## config.mk

```make
export PLATFORM = sky130hd
export DESIGN_NAME = pwm_capture
export DESIGN_NICKNAME = d
export VERILOG_FILES = /design/src/rtl/pwm_pkg.sv /design/src/rtl/sync_edge_det.sv /design/src/rtl/pwm_capture.sv
export SDC_FILE = /design/constraint.sdc
export NUM_CORES = 1
export LEC_CHECK = 0
export CAP_MARGIN = 5
export CORE_AREA = 8 8 93 95
export DETAILED_ROUTE_END_ITERATION = 6
export DIE_AREA = 0 0 101 103
export PLACE_DENSITY = 0.79
export SYNTH_ARGS = -nofsm -noshare
export SYNTH_HDL_FRONTEND = slang
export SYNTH_SLANG_ARGS = --single-unit
export TNS_END_PERCENT = 1
```

## constraint.sdc

```tcl
create_clock -name CLK -period 3.5 [get_ports CLK]
set_clock_uncertainty 0.1 [all_clocks]
set_input_delay 0.7 -clock CLK [delete_from_list [all_inputs] [get_ports CLK]]
set_output_delay 0.7 -clock CLK [all_outputs]
set_load 0.01 [all_outputs]
```

## src/rtl/pwm_pkg.sv

```systemverilog
// ---------------------------------------------------------------------------
// pwm_pkg
//   Shared types and constants for the PWM generator / capture pair.
//   - PWM_WIDTH       : default counter width used by both sides
//   - pwm_cap_state_t : capture FSM state encoding
// ---------------------------------------------------------------------------
package pwm_pkg;

  localparam int PWM_WIDTH = 16;

  typedef enum logic [1:0] {
    IDLE = 2'd0,
    HIGH = 2'd1,
    LOW  = 2'd2
  } pwm_cap_state_t;

endpackage : pwm_pkg

```

## src/rtl/sync_edge_det.sv

```systemverilog
// ---------------------------------------------------------------------------
// sync_edge_det
//   Multi-flop synchronizer for an asynchronous level, followed by one extra
//   flop for single-cycle edge detection on the synchronized signal.
//   Parameters:
//     STAGES : synchronizer depth (must be >= 2)
//   Ports:
//     CLK, RST : clock, asynchronous active-high reset
//     d        : asynchronous input level
//     q        : synchronized level
//     rise     : one-cycle pulse on a synchronized 0->1 transition
//     fall     : one-cycle pulse on a synchronized 1->0 transition
// ---------------------------------------------------------------------------
module sync_edge_det #(
  parameter int STAGES = 2
) (
  input  logic CLK,
  input  logic RST,
  input  logic d,
  output logic q,
  output logic rise,
  output logic fall
);

  logic [STAGES-1:0] sync_q, sync_d;
  logic              prev_q, prev_d;

  always_comb begin
    sync_d = {sync_q[STAGES-2:0], d};
    prev_d = sync_q[STAGES-1];
  end

  // NOTE: sequential state uses non-blocking assignments so every flop samples
  // the pre-edge value of its neighbour; blocking here would collapse the chain.
  always_ff @(posedge CLK or posedge RST) begin
    if (RST) begin
      sync_q <= '0;
      prev_q <= 1'b0;
    end else begin
      sync_q <= sync_d;
      prev_q <= prev_d;
    end
  end

  assign q    = sync_q[STAGES-1];
  assign rise =  q & ~prev_q;
  assign fall = ~q &  prev_q;

endmodule : sync_edge_det

```

## src/rtl/pwm_capture.sv

```systemverilog
// ---------------------------------------------------------------------------
// pwm_capture
//   Measures period and high time of an asynchronous PWM input.
//   Parameters:
//     WIDTH       : counter / result width
//     SYNC_STAGES : input synchronizer depth (>= 2)
//   Ports:
//     CLK, RST : system clock, asynchronous active-high reset
//     PWM_IN   : asynchronous PWM waveform
//     Period   : rising-edge to rising-edge cycle count (0 after a timeout)
//     HighTime : cycles high within that period (all-ones/0 after a timeout,
//                following the stuck level)
//     Valid    : one-cycle strobe, Period/HighTime update in the same cycle
//     Stuck    : input stopped toggling; cleared by the next measurement
// ---------------------------------------------------------------------------
module pwm_capture
  import pwm_pkg::*;
#(
  parameter int WIDTH       = PWM_WIDTH,
  parameter int SYNC_STAGES = 2
) (
  input  logic             CLK,
  input  logic             RST,
  input  logic             PWM_IN,
  output logic [WIDTH-1:0] Period,
  output logic [WIDTH-1:0] HighTime,
  output logic             Valid,
  output logic             Stuck
);

  logic sync_lvl, rise, fall;

  sync_edge_det #(.STAGES(SYNC_STAGES)) u_sync (
    .CLK  (CLK),
    .RST  (RST),
    .d    (PWM_IN),
    .q    (sync_lvl),
    .rise (rise),
    .fall (fall)
  );

  pwm_cap_state_t   state_q, state_d;
  logic [WIDTH-1:0] per_cnt_q, per_cnt_d;
  logic [WIDTH-1:0] hi_cnt_q, hi_cnt_d;
  logic [WIDTH-1:0] period_q, period_d;
  logic [WIDTH-1:0] high_time_q, high_time_d;
  logic             valid_q, valid_d;
  logic             stuck_q, stuck_d;
  logic             timeout;

  // The period counter saturating means the input has stopped toggling. A rise
  // in the same cycle wins, so a period of exactly 2^WIDTH-1 is still reported,
  // and the counter can never wrap.
  assign timeout = (per_cnt_q == '1) && !rise;

  // NOTE: every signal gets a default at the top of the block so no path
  // through the case leaves it unassigned, which would infer a latch.
  always_comb begin
    state_d     = state_q;
    per_cnt_d   = per_cnt_q;
    hi_cnt_d    = hi_cnt_q;
    period_d    = period_q;
    high_time_d = high_time_q;
    valid_d     = 1'b0;
    stuck_d     = stuck_q;

    unique case (state_q)
      IDLE: begin
        // First rise only opens a measurement; nothing is published.
        if (rise) begin
          state_d   = HIGH;
          per_cnt_d = WIDTH'(1);
          hi_cnt_d  = WIDTH'(1);
        end
      end

      HIGH: begin
        if (timeout) begin
          state_d     = IDLE;
          period_d    = '0;
          high_time_d = sync_lvl ? '1 : '0;
          valid_d     = 1'b1;
          stuck_d     = 1'b1;
        end else if (fall) begin
          state_d   = LOW;
          per_cnt_d = per_cnt_q + WIDTH'(1);
        end else begin
          per_cnt_d = per_cnt_q + WIDTH'(1);
          hi_cnt_d  = hi_cnt_q + WIDTH'(1);
        end
      end

      LOW: begin
        if (rise) begin
          state_d     = HIGH;
          period_d    = per_cnt_q;
          high_time_d = hi_cnt_q;
          valid_d     = 1'b1;
          stuck_d     = 1'b0;
          per_cnt_d   = WIDTH'(1);
          hi_cnt_d    = WIDTH'(1);
        end else if (timeout) begin
          state_d     = IDLE;
          period_d    = '0;
          high_time_d = sync_lvl ? '1 : '0;
          valid_d     = 1'b1;
          stuck_d     = 1'b1;
        end else begin
          per_cnt_d = per_cnt_q + WIDTH'(1);
        end
      end

      default: state_d = IDLE;
    endcase
  end

  always_ff @(posedge CLK or posedge RST) begin
    if (RST) begin
      state_q     <= IDLE;
      per_cnt_q   <= '0;
      hi_cnt_q    <= '0;
      period_q    <= '0;
      high_time_q <= '0;
      valid_q     <= 1'b0;
      stuck_q     <= 1'b0;
    end else begin
      state_q     <= state_d;
      per_cnt_q   <= per_cnt_d;
      hi_cnt_q    <= hi_cnt_d;
      period_q    <= period_d;
      high_time_q <= high_time_d;
      valid_q     <= valid_d;
      stuck_q     <= stuck_d;
    end
  end

  assign Period   = period_q;
  assign HighTime = high_time_q;
  assign Valid    = valid_q;
  assign Stuck    = stuck_q;

endmodule : pwm_capture

```

# Word-level counts from Yosys, hierarchy flattened

Cells that the tools add are included.

Flip-flop bits (word level): 71
Input bits: 3
Logic and storage cells: 60

$add $sub $neg: 2
Eq/ne operators: 9
Multiplexer cells: 26
Bitwise operators: 4
Reductions and logical operators: 10

Operator list:

| operator              | number |
|---|---|
| $mux 16               | 10 |
| $pmux 16 s2           | 3 |
| $pmux 16 s3           | 1 |
| $add 16x1->16 const B | 2 |
| $eq 16x16->1 const B  | 1 |
| $mux 2                | 5 |
| $ne 2x2->1 const B    | 3 |
| $ne 3x3->1 const B    | 2 |
| $pmux 2 s3            | 1 |
| $mux 1                | 4 |
| $pmux 1 s2            | 2 |
| $reduce_and 4->1      | 1 |
| $reduce_bool 2->1     | 2 |
| $reduce_and 3->1      | 1 |
| $reduce_bool 3->1     | 1 |
| $and 1x1->1           | 2 |
| $eq 2x1->1 const B    | 1 |
| $eq 2x2->1 const B    | 1 |
| $logic_not 2->1       | 1 |
| $ne 2x1->1 const B    | 1 |
| $not 1->1             | 2 |
| $reduce_and 2->1      | 1 |
| $reduce_or 2->1       | 1 |
| $logic_and 1x1->1     | 1 |
| $logic_not 1->1       | 1 |

# Logic depth before layout (Yosys ltp)

Gate-level depths: netlist of run 1.

Word-level depth: 7
Depth in mapped cells: 9

# By module

A second synthesis of run 1 with hierarchy kept.

Cell total of the unflattened synthesis: 326
Area, all modules: 3442.1 um^2

Modules (own cells, without submodules):

| module        | instances | cells each | area each (um^2) |
|---|---|---|---|
| pwm_capture   | 1         | 320        | 3348.2 |
| sync_edge_det | 1         | 6          | 93.8 |

# Least setup slack after synthesis of run 1

Ideal clock, no wire load.

Kind: register to register
Start: register state_q[0]
End: register state_q[1]
Library setup time: 0.125 ns
Arrival: 1.880 ns
Required time: 3.275 ns
Slack: 1.396 ns
Cell stages (with the launch flop): 9
Buffers on the path: 2
Period minus slack after synthesis: 2.104 ns
Cell sequence: dfrtp_1 inv_1 ha_1 clkbuf_1 or2_2 clkbuf_1 o22ai_1 a21oi_1 mux2_2

Longest elaborated chain between the ends: 3
Elaborated cells between the ends (all ways): 8
Classes of those cells: 5 x eq/ne; 1 x mux; 2 x reduce/logical

Ends and longest elaborated chain:

| item                                               | line               | RTL |
|---|---|---|
| from (decl)                                        | pwm_capture.sv:42  | `pwm_cap_state_t state_q, state_d;` |
| from (signal assigned)                             | pwm_capture.sv:127 | `state_q <= state_d;` |
| $eq 2x1->1, or another cell as far along           | pwm_capture.sv:67  | `unique case (state_q)` |
| $ne 3x3->1 (no line) or $ne 2x2->1 (tied branches) | -                  |  |
| $reduce_and 3->1 (no line)                         | -                  |  |

Parallel ways exist; a longest one is shown, timed or not.
A chain may end at the register's enable or synchronous reset.

# Worst setup path after layout of run 1

Start: register state_q[1]
End: register hi_cnt_q[15]

Longest elaborated chain between the ends: 4
Elaborated cells between the ends (all ways): 10
Classes of those cells: 5 x eq/ne; 1 x mux; 4 x reduce/logical

Ends and longest elaborated chain:

| item                                                      | line               | RTL |
|---|---|---|
| $eq 2x2->1 or $logic_not 2->1 (tied branches)             | pwm_capture.sv:67  |  |
| $reduce_or 2->1 (no line)                                 | -                  |  |
| $ne 2x1->1 (no line) or $reduce_bool 2->1 (tied branches) | -                  |  |
| $reduce_and 4->1 (no line)                                | -                  |  |
| to (signal assigned)                                      | pwm_capture.sv:129 | `hi_cnt_q <= hi_cnt_d;` |
| to (decl)                                                 | pwm_capture.sv:44  | `logic [WIDTH-1:0] hi_cnt_q, hi_cnt_d;` |

Parallel ways exist; a longest one is shown, timed or not.

==> qor.yml, run 1 <==
status: "completed"
hold_viol_final: 0
ios: 37
rr_worst_depth: 7
synthDistinctLibCells: 58
vias: 2684
slew_viol_final: 0
synth_edf_count: 0
gp_congestion: 0.835
die_w_um: 101
synthCells: 321
power_mw: 2.93
grt_pass1_wl_mm: 12.8
hp-start: "u_sync.sync_q[0]"
crit_chain: "inv_1, ha_1, nand3b_1, o211ai_1, a31o_2, or4_1, a21oi_1"
worst_slack_ns: 1.16
mappedNetlistArea_sq_mm: 0.00349
grt_max_degree: 41
final_common_cell: "dfrtp_1"
critPathKind: "flop to flop"
period_needed_ns: 2.34
cts_htree_levels: 3
die_h_um: 103
cts_resized: 0
dpl.cell_count: 445
placementRows: 31
ys.flop_type: "dfrtp_1"
nets: 366
antenna_cells: 0
place_area_sq_mm: 0.00392
synth_fa_ha_area_frac: 0.0244
p_per_area_mw_per_mm2: 704
drtIter0Drc: 105
grt.overflow.total: 0
cp_data_required_time_ns: 3.66
final_cell_mix: "dfrtp_1, clkdlybuf4s50_1, o21ai_0, nor2_1, a21oi_1"
post-route-period-util: 0.669
num-fill-cells: 596
cp-startpoint: "state_q[1]"
start_util: 0.489
synth_mux_area_frac: 0.00609
worst_pin_slew_ns: 0.752
r2r-start: "state_q[1]"
dp_slack_ns: 1.23
numCtsBuffers: 9
synth-seq-area-share: 0.509
fin_cells: 461
cts_setup_buffers: 0
vdd_drop_max_mv: 0.317
fmax_ghz: 0.427
clock_path_buffers: 2
worstSetupStartpointType: "flop"
numPortBuffers: 36
slowest_delay_ns: 0.58
final_area_sq_mm: 0.00416
drt_wl_total_mm: 7.51
cp-end-kind: "flop"
yosys.area.top_type: "dfrtp_1"
root_buffer: "clkbuf_8"
area_growth_pct: 19.2
hold_class: "flop to flop"
drcViolationCount: 0
cts_tree: "done"
leakage_nw: 1.75
ant_nets: 0
grtUsageTotal: 0.155
syn_nets: 330
worstSetupPathDepth: 7
hold_depth: 0
yosys.area_share.simple: 0.148
crit_family: "simple AND/OR/NAND/NOR gates"
relSlewSlack: 0.499
yosys.area.top_type_share: 0.509
clkLatencyLatePin_ns: 0.34
cp.arrival_ns: 2.50
layout-drive-gt1-share: 0.135
die_area_sq_mm: 0.0104
wl_per_cell_um: 16.3
hpwlAfterDp_mm: 5.11
synth_compound_area_frac: 0.244
core_area_sq_mm: 0.00714
synth_warnings: 0
viasPerCell: 5.82
clk_pin_slew_ns: 0.07
drt_pass1_iterations: 4
setup_viol: 0
cp_max_fo: 29
timing.critical_path.buf_inv: 1
synth_area_leaders: "dfrtp_1, o21ai_0, a2bb2oi_2"
rsz0062_at_grt: "no"
async_reset_ff_frac: 1.00
cts.sinks: 71
ys_ff_latch: 71
crit_path_top_delay_cell: "or4_1"
tns_ns: 0
synth_top_family_by_area: "compound AO/OA/AOI/OAI gates"
syn_avg_cell_area_sq_um: 10.9
maxCapViolations: 0
yosys.area_share.xor_xnor: 0.0251
cts_hold_buf: 0
first_global_vias: 2635
grt_antenna_before_repair: 0
[cell usage after synthesis (2+ instances only)]
cell type,instances
ha_1,6
or4_1,8
o22ai_1,2
or2_2,3
a22o_1,16
buf_2,5
o31ai_1,9
nand2b_1,2
and2_1,3
or3_1,6
a211oi_1,2
clkbuf_8,2
xnor2_1,3
nand3_1,13
nand2_1,13
a2bb2oi_2,10
o21ai_0,32
nand4_1,7
a2bb2oi_1,6
a21o_1,2
clkbuf_1,7
o211ai_1,5
dfrtp_1,71
a21oi_1,18
nor2_1,20
inv_1,12
xor2_1,7
[area by class of cell]
type / count / area [sq um] / share of cell area
repair buffers: 41 / 410 / 0.0986
clock inverters: 3 / 90.1 / 0.0217
clock buffers: 13 / 149 / 0.0358
multi-input cells: 222 / 1570 / 0.376
inverters: 12 / 45.0 / 0.0108
well taps: 99 / 124 / 0.0298
flip-flops and latches: 71 / 1780 / 0.427
[metrics by stage]
stage | utilization | hold slack, ns
2_1_floorplan | - | 0.231
3_3_place_gp | 0.549 | 0.236
3_5_place_dp | 0.549 | 0.240
4_1_cts | 0.583 | 0.257
5_1_grt | 0.583 | 0.283
6_report | 0.583 | 0.258
[power breakdown]
group | internal [mW] | switching (mW) | total (mW)
clock network | 0.494 | 0.290 | 0.784
logic | 0.478 | 0.575 | 1.05
registers | 0.970 | 0.122 | 1.09
total | 1.94 | 0.987 | 2.93
[registers in the layout, indices dropped and copies added, names as in the netlist]
name           count
HighTime          16
Period            16
hi_cnt_q          16
per_cnt_q         16
state_q            2
u_sync.sync_q      2
Stuck              1
Valid              1
u_sync.prev_q      1
[cell families (layout without fill, tap and decap cells)]
logic type | Yosys count | in the layout
AO/OA/AOI/OAI | 114 | 114
XOR/XNOR | 10 | 10
adder cells (fa/ha/maj) | 7 | 7
buffers and inverters | 28 | 69
flip-flops | 71 | 71
multiplexers | 2 | 2
AND/OR/NAND/NOR | 89 | 89
[routing by layer]
layer | part of all wire | GRT usage
met5 | 0 | 0
met4 | 0.015 | 0.0584
met3 | 0.059 | 0.0473
met2 | 0.47 | 0.241
met1 | 0.46 | 0.199
[path summary, 6_finish.rpt]
kind	to	slack, ns
min in group asynchronous	Period[13]	0.68
hold / removal	u_sync.sync_q[1]	0.26
setup / recovery	hi_cnt_q[15]	1.16
hold reg to reg	u_sync.sync_q[1]	0.26
max in group asynchronous	hi_cnt_q[4]	1.99
setup reg to reg	hi_cnt_q[15]	1.16
(Power assumes the default switching activity.)
==> inputs of run 2 (changes only) <==
clock period = 2.3 ns   (was 3.5 ns; I/O delays follow)
==> run 2 against run 1 <==
- first-iteration DRC count up 110%
- sequential share of layout area down 1.0 points
- maximum frequency up 11%
- final area up 2.4%
- wire length up 2.7%
- die area unchanged
- clock power up 28%
- power up 50%
- worst setup slack worse by 0.96 ns
- hold slack worse by 0.00094 ns
- combinational power up 65%
- sequential power up 53%
- critical path type unchanged
- critical endpoint is now Period[5]
==> qor.yml, run 2 (same netlist as run 1, synthesis figures left out) <==
status: "completed"
seqPwrFrac: 0.379
clkLatencyLatePin_ns: 0.35
multi_input_area_sq_mm: 0.00159
antenna_cells: 0
grt_antenna_before_repair: 0
cp.arrival_ns: 2.24
setup_viol: 0
r2r_end: "Period[5]"
worstSetupStartpointType: "flop"
fmax_ghz: 0.475
numCtsBuffers: 9
wl_per_cell_um: 16.2
num-fill-cells: 606
critPathKind: "flop to flop"
tns_ns: 0
p_per_area_mw_per_mm2: 1030
layout-drive-gt1-share: 0.173
root_buffer: "clkbuf_8"
swShare: 0.356
cts_tree: "done"
cts_htree_levels: 3
core_area_sq_mm: 0.00714
post-route-period-util: 0.915
period_needed_ns: 2.10
grtUsageTotal: 0.162
seq_area_sq_mm: 0.00178
final_common_cell: "dfrtp_1"
die_w_um: 101
grt_pass1_wl_mm: 13.2
maxCapViolations: 0
slew_viol_final: 0
power_frac_comb: 0.393
ant_nets: 0
clk_pin_slew_ns: 0.07
cp_max_fo: 17
vias: 2704
die_h_um: 103
p_int_mw: 2.83
final_cell_mix: "dfrtp_1, clkdlybuf4s50_1, o21ai_0, nor2_1, buf_4"
area_growth_pct: 22.0
rr_worst_depth: 6
viasPerCell: 5.69
critPathCapture: "Period[5]"
start_util: 0.489
worst_slack_ns: 0.196
relSlewSlack: 0.666
ios: 37
reg2reg_slack_ns: 0.20
grt_max_degree: 72
drcViolationCount: 0
hpwlAfterDp_mm: 5.34
hold_viol_final: 0
vdd_drop_max_mv: 0.562
drt_wl_total_mm: 7.71
gp_congestion: 0.847
r2r-start: "per_cnt_q[5]"
cts.sinks: 71
numPortBuffers: 36
netSwitchingPower_mw: 1.56
grt.overflow.total: 0
placementRows: 31
clock_power_share: 0.228
leakage_nw: 1.80
worst_pin_slew_ns: 0.499
rsz0062_at_grt: "no"
die_area_sq_mm: 0.0104
first_global_vias: 2670
hold_class: "flop to flop"
drt_pass1_iterations: 4
clock_path_buffers: 2
dp_slack_ns: 0.0488
drtIter0Drc: 217
cp_data_required_time_ns: 2.44
cp-startpoint: "per_cnt_q[5]"
cp-end-kind: "flop"
nets: 381
==> run 2: cell types whose count changed in the layout (fill, tap and decap cells not counted), moves of 2 or more <==
cell / before / now
buf_4: 4 / 19
bufinv_16: 3 / 1
clkbuf_1: 3 / 1
clkinvlp_4: 0 / 2
==> run 2: power groups by stage <==
stage	logic (mW)	registers, mW	clock network, mW
2_1_floorplan	1.01	1.73	0
3_3_place_gp	1.65	1.68	0
3_5_place_dp	1.70	1.69	0
4_1_cts	1.71	1.67	1.02
5_1_grt	1.88	1.69	1.08
6_report	1.73	1.67	1.00
==> run 2: layer usage <==
metal | share of wire | vias up | GRT usage
met5 | 0 | - | 0
met4 | 0.013 | 0 | 0.0630
met3 | 0.056 | 10 | 0.0425
met2 | 0.46 | 72 | 0.253
met1 | 0.47 | 1323 | 0.210
li1 | - | 1299 | -
==> run 2: worst min path at each step <==
stage                      from          endpoint  cells past startpoint
3_3_place_gp   u_sync.sync_q[0]  u_sync.sync_q[1]                      0
3_5_place_dp   u_sync.sync_q[0]  u_sync.sync_q[1]                      0
5_1_grt        u_sync.sync_q[0]  u_sync.sync_q[1]                      0
2_1_floorplan  u_sync.sync_q[0]  u_sync.sync_q[1]                      0
6_report       u_sync.sync_q[0]  u_sync.sync_q[1]                      0
4_1_cts        u_sync.sync_q[0]  u_sync.sync_q[1]                      0
==> run 2: critical path, cell delays in order, from the launching register on <==
cell and delay (ns):
dfrtp_1 0.46, nand4_4 0.16, nor4_4 0.45, buf_4 0.21, and2_2 0.20, o21ai_4 0.16
a22o_2 0.25
==> run 2: timing repair <==
| action | CTS | global route |
|---|---|---|
| setup buffers | 0 | 0 |
| hold buffers | 0 | 0 |
| setup endpoints to repair | 0 | 25 |
| hold endpoints to repair | 0 | 0 |
| gates resized for setup | 0 | 3 |
==> run 2: layout make-up <==
class	instances	share of cell area
sequential	71	0.417
multi-input combinational	222	0.373
timing repair buffer	56	0.123
clock buffer	12	0.0364
tap	99	0.0291
inverter	12	0.0115
clock inverter	3	0.00999
==> run 2: metrics by stage <==
stage	cells	total power [mW]	util	hold slack, ns	area [sq um]
floorplan	321	2.74	-	0.231	3490
global placement	460	3.33	0.566	0.236	4040
CTS	475	4.40	0.593	0.260	4240
global route	475	4.66	0.597	0.271	4260
finish	475	4.39	0.597	0.257	4260
detailed placement	460	3.39	0.566	0.243	4040
